`config.mk`:
```
export PLATFORM = sky130hd
export DESIGN_NAME = tnoc_vc_buffered_demux
export DESIGN_NICKNAME = d
export VERILOG_FILES = /design/src/rtl/tnoc_vc_buffered_demux.sv
export SDC_FILE = /design/constraint.sdc
export NUM_CORES = 1
export LEC_CHECK = 0
export CAP_MARGIN = 10
export CORE_UTILIZATION = 39
export CTS_CLUSTER_DIAMETER = 120
export DETAILED_ROUTE_END_ITERATION = 12
export PLACE_DENSITY = 0.55
export SLEW_MARGIN = 20
export SYNTH_ARGS = -nofsm -noshare
export SYNTH_HDL_FRONTEND = slang
export SYNTH_SLANG_ARGS = --single-unit
```
`constraint.sdc`:
```
create_clock -name i_clk -period 6.09 [get_ports i_clk]
set_input_delay 0.9135 -clock i_clk [delete_from_list [all_inputs] [get_ports i_clk]]
set_output_delay 0.9135 -clock i_clk [all_outputs]
set_load 0.05 [all_outputs]
```
`src/rtl/tnoc_vc_buffered_demux.sv`:
```
// rtl/tnoc_vc_buffered_demux.sv - buffered per-VC demux with FWFT FIFOs, registered availability and sticky multi-hot error
module tnoc_vc_buffered_demux #(
    parameter int CHANNELS     = 2,
    parameter int FLIT_WIDTH   = 64,
    parameter int DEPTH        = 4,
    parameter int AVAIL_MARGIN = 1
) (
    input  logic                           i_clk,
    input  logic                           i_rst,
    input  logic [CHANNELS-1:0]            i_valid,
    output logic [CHANNELS-1:0]            o_ready,
    input  logic [FLIT_WIDTH-1:0]          i_flit,
    output logic [CHANNELS-1:0]            o_vc_available,
    output logic [CHANNELS-1:0]            o_valid,
    input  logic [CHANNELS-1:0]            i_ready,
    output logic [CHANNELS*FLIT_WIDTH-1:0] o_flit,
    input  logic [CHANNELS-1:0]            i_vc_available,
    output logic                           o_protocol_error
);

    localparam int PW = $clog2(DEPTH);
    localparam int CW = $clog2(DEPTH + 1);
    localparam logic [CW-1:0] DEPTH_C  = CW'(DEPTH);
    localparam logic [CW-1:0] MARGIN_C = CW'(AVAIL_MARGIN);

    logic [FLIT_WIDTH-1:0] mem [CHANNELS][DEPTH];
    logic [PW-1:0]         wr_ptr [CHANNELS];
    logic [PW-1:0]         rd_ptr [CHANNELS];
    logic [CW-1:0]         count [CHANNELS];
    logic [CW-1:0]         count_next [CHANNELS];

    logic [CHANNELS-1:0] full;
    logic [CHANNELS-1:0] empty;
    logic [CHANNELS-1:0] blocked;
    logic [CHANNELS-1:0] push;
    logic [CHANNELS-1:0] pop;
    logic [CHANNELS-1:0] avail_next;
    logic                multi_hot;
    logic                seen;

    // Lowest-index valid wins; every higher VC is masked off that cycle.
    always_comb begin
        full       = '0;
        empty      = '0;
        blocked    = '0;
        o_ready    = '0;
        push       = '0;
        o_valid    = '0;
        pop        = '0;
        avail_next = '0;
        count_next = count;
        seen       = 1'b0;
        for (int i = 0; i < CHANNELS; i++) begin
            full[i]    = (count[i] == DEPTH_C);
            empty[i]   = (count[i] == '0);
            blocked[i] = seen;
            seen       = seen | i_valid[i];
            o_ready[i] = !full[i] && !blocked[i];
            push[i]    = i_valid[i] && o_ready[i];
            o_valid[i] = !empty[i];
            pop[i]     = o_valid[i] && i_ready[i];
            if (push[i] && !pop[i]) begin
                count_next[i] = count[i] + CW'(1);
            end else if (pop[i] && !push[i]) begin
                count_next[i] = count[i] - CW'(1);
            end
            avail_next[i] = i_vc_available[i] && ((DEPTH_C - count_next[i]) >= MARGIN_C);
        end
    end

    assign multi_hot = ((i_valid & (i_valid - CHANNELS'(1))) != '0);

    for (genvar g = 0; g < CHANNELS; g++) begin : g_head
        assign o_flit[g*FLIT_WIDTH +: FLIT_WIDTH] = mem[g][rd_ptr[g]];
    end

    always_ff @(posedge i_clk) begin
        if (i_rst) begin
            for (int i = 0; i < CHANNELS; i++) begin
                count[i]  <= '0;
                wr_ptr[i] <= '0;
                rd_ptr[i] <= '0;
            end
            o_vc_available   <= '0;
            o_protocol_error <= 1'b0;
        end else begin
            for (int i = 0; i < CHANNELS; i++) begin
                if (push[i]) begin
                    wr_ptr[i] <= wr_ptr[i] + PW'(1);
                end
                if (pop[i]) begin
                    rd_ptr[i] <= rd_ptr[i] + PW'(1);
                end
                count[i] <= count_next[i];
            end
            o_vc_available <= avail_next;
            if (multi_hot) begin
                o_protocol_error <= 1'b1;
            end
        end
    end

    // Storage is left unreset; count gating makes stale entries invisible.
    always_ff @(posedge i_clk) begin
        for (int i = 0; i < CHANNELS; i++) begin
            if (push[i]) begin
                mem[i][wr_ptr[i]] <= i_flit;
            end
        end
    end

endmodule

```
==> impl_metrics.toml <==
[run_status]
status = "finished clean"

[grt]
antenna_found_initial = 2
grt_pass1_vias = 9487
grt_first_pass_wirelength_microns = 61100
track_usage_pct = 16.4
grt_max_degree = 57
grt_overflow_total = 0

[die]
die_w_microns = 227
die_h_microns = 227
rows = 81
core_sq_um = 49400
boundaryPins = 207
fp.dieArea_sq_um = 51400
start_util_pct = 39.9

[logic_synthesis]
synth_flop_cell = "edfxtp_1"
ys_types = 40
synth_seq_cells = 529
synth-edff-count = 520
yosys_warnings = 0
syn_area_sq_um = 19700
ys_seq_area_share_pct = 80.2
syn_area_per_cell_sq_um = 24.4
synth_cells = 807
syn_nets = 897
async_reset_ff_share_pct = 0

[clocking]
cts_buffer_depth = 3
cts_tree = "done"
clock_sinks = 529
clock_latency_ps = 600
post_cts_resized = 0
hold_buffers = 0
postCtsSetupRepairBufs = 0
h-tree-depth = 2
path_clk_slew_ps = 60
cts_buffers = 54
clock-root-buffer = "clkbuf_16"

[worst_setup_path]
cp_num_buf_inv = 2
crit_path_max_fanout = 56
path_delay_family = "buffers and inverters"
start_kind = "flip-flop"
crit_path_end_kind = "output pin"
critPathKind = "flip-flop to output pin"
path_cells = "buf_12 > mux4_2 > clkdlybuf4s50_1"
crit_slowest_cell = "edfxtp_1"
cpPeakStageDelay_ps = 800
cp.arrival_ps = 3310
crit_required_ps = 5180

[sta]
fin_ws_ps = 1870
setup_violations = 0
tightest_slew_ps = 864
max_slew_margin_pct = 42.4
skew_ps = 14.5
fin_crit_sh_pct = 69.3
finalHoldViolations = 0
slew_violations = 0
rsz0062_at_grt = "no"
period_minus_slack_ps = 4220
tns_ps = 0
fmax_mhz = 237

[cells_and_area]
final_common_cell = "edfxtp_1"
antenna_cells = 0
multi_input_area_sq_um = 3720
nFillCells = 3991
synthToLayoutAreaGrowth_pct = 23.2
stdcell_count = 1756
regArea_sq_um = 15800
drive_gt1_share_pct = 21.9
final_cell_mix = "edfxtp_1, clkdlybuf4s50_1, mux4_2"
nets = 1142

[placed_design]
place_ws_ps = 2320
hpwl_microns = 23600
numPortBuffers = 206
gp_congestion = 0.695
placed_cells = 1660

[detailed_routing]
wl_per_cell_microns = 23.5
routed_via_density = 5.09
routed_wl_microns = 41200
vias = 8936
detail-route-antenna-nets = 0
dr.pass1.iters = 4
drt-initial-drc-count = 552
drt_drc_violations_left = 0

[power_and_ir_drop]
p_sw_mw = 3.95
p_seq_share_pct = 38.3
swShare_pct = 34.3
pwr-share-comb_pct = 34.3
irDropWorstVdd_v = 0.000343
p_leak_nw = 7.73
p_per_area_nw_per_um2 = 475
p_clk_share_pct = 27.4
power.internal_mw = 7.58

[run]
cap_violations = 0

[hold_path]
worstHoldPathType = "flip-flop to flip-flop"
## cell type report
cell class | count | share of cell area [%]
clock buffer | 63 | 5.79
clock inverter | 33 | 1.13
inverter | 14 | 0.216
multi-input combinational | 232 | 15.3
sequential | 529 | 65.1
tap | 664 | 3.42
timing repair buffer | 221 | 9.06
## flip-flops by register name (all words and copies together), names as in the netlist
name,flops
mem,512
count,6
rd_ptr,4
wr_ptr,4
o_vc_available,2
o_protocol_error,1
## Yosys cell counts, drive strengths merged (4+ instances only)
master    n  area share [%]
nand2     7            0.17
ha       18             1.1
clkbuf    4           0.076
nor2     17            0.32
dfxtp     9            0.91
buf      28            0.72
edfxtp  520              79
xnor2     9            0.48
inv      14            0.27
mux4    128              15
a21oi     8            0.26
and3      5            0.18
nand2b    8            0.27
and2      7            0.24
## layer usage
layer  GRT usage, %  part of all wire [%]  vias up
met5              0                 0.065        -
met4           4.16                   1.9        4
met3           4.24                   5.7       61
met2           26.2                    48      198
met1           22.4                    44     4782
li1               -                     -     3891
## worst reg2reg max path, cell delays in order (launching register included)
cell and delay, ps:
dfxtp_1 420, inv_1 80, ha_1 290, a21boi_2 330, and2_4 750, buf_4 480
## power groups by stage
stage | clock [mW] | sequential [mW] | combinational [mW]
after floorplan | 0 | 4.49 | 2.75
after global placement | 0 | 4.49 | 4.02
after detailed placement | 0 | 4.50 | 4.03
after CTS | 3.25 | 4.43 | 4.04
after global routing | 3.38 | 4.45 | 4.17
final | 3.16 | 4.42 | 3.95
## cells by family after synthesis
| kind of cell | count (synthesis) | synth area share [%] |
|---|---|---|
| AND/OR/NAND/NOR | 52 | 1.44 |
| XOR/XNOR | 10 | 0.521 |
| adder cells (fa/ha/maj) | 19 | 1.20 |
| flip-flops | 529 | 80.2 |
| AO/OA/AOI/OAI | 23 | 0.953 |
| multiplexers | 128 | 14.6 |
| buffers and inverters | 46 | 1.06 |
## per-stage QoR
stage | total power, mW | cell area, sq um | hold slack, ps | utilization [%]
detailed placement | 8.53 | 22600 | 462 | 45.8
finish | 11.5 | 24300 | 474 | 49.2
floorplan | 7.23 | 19700 | 585 | -
global placement | 8.52 | 22600 | 453 | 45.8
global route | 12.0 | 24300 | 541 | 49.2
CTS | 11.7 | 24300 | 480 | 49.2
## path summary, 6_finish.rpt
path | startpoint | to | slack (ps) | depth (start not counted)
worst max-delay path | rd_ptr[0][0] | o_flit[24] | 1870 | 3
worst min-delay path | o_protocol_error | o_protocol_error | 470 | 2
worst max register to register | count[4] | mem[0][65] | 3400 | 5
worst min register to register | o_protocol_error | o_protocol_error | 470 | 2
No activity file was read; power rests on OpenSTA's default activity.
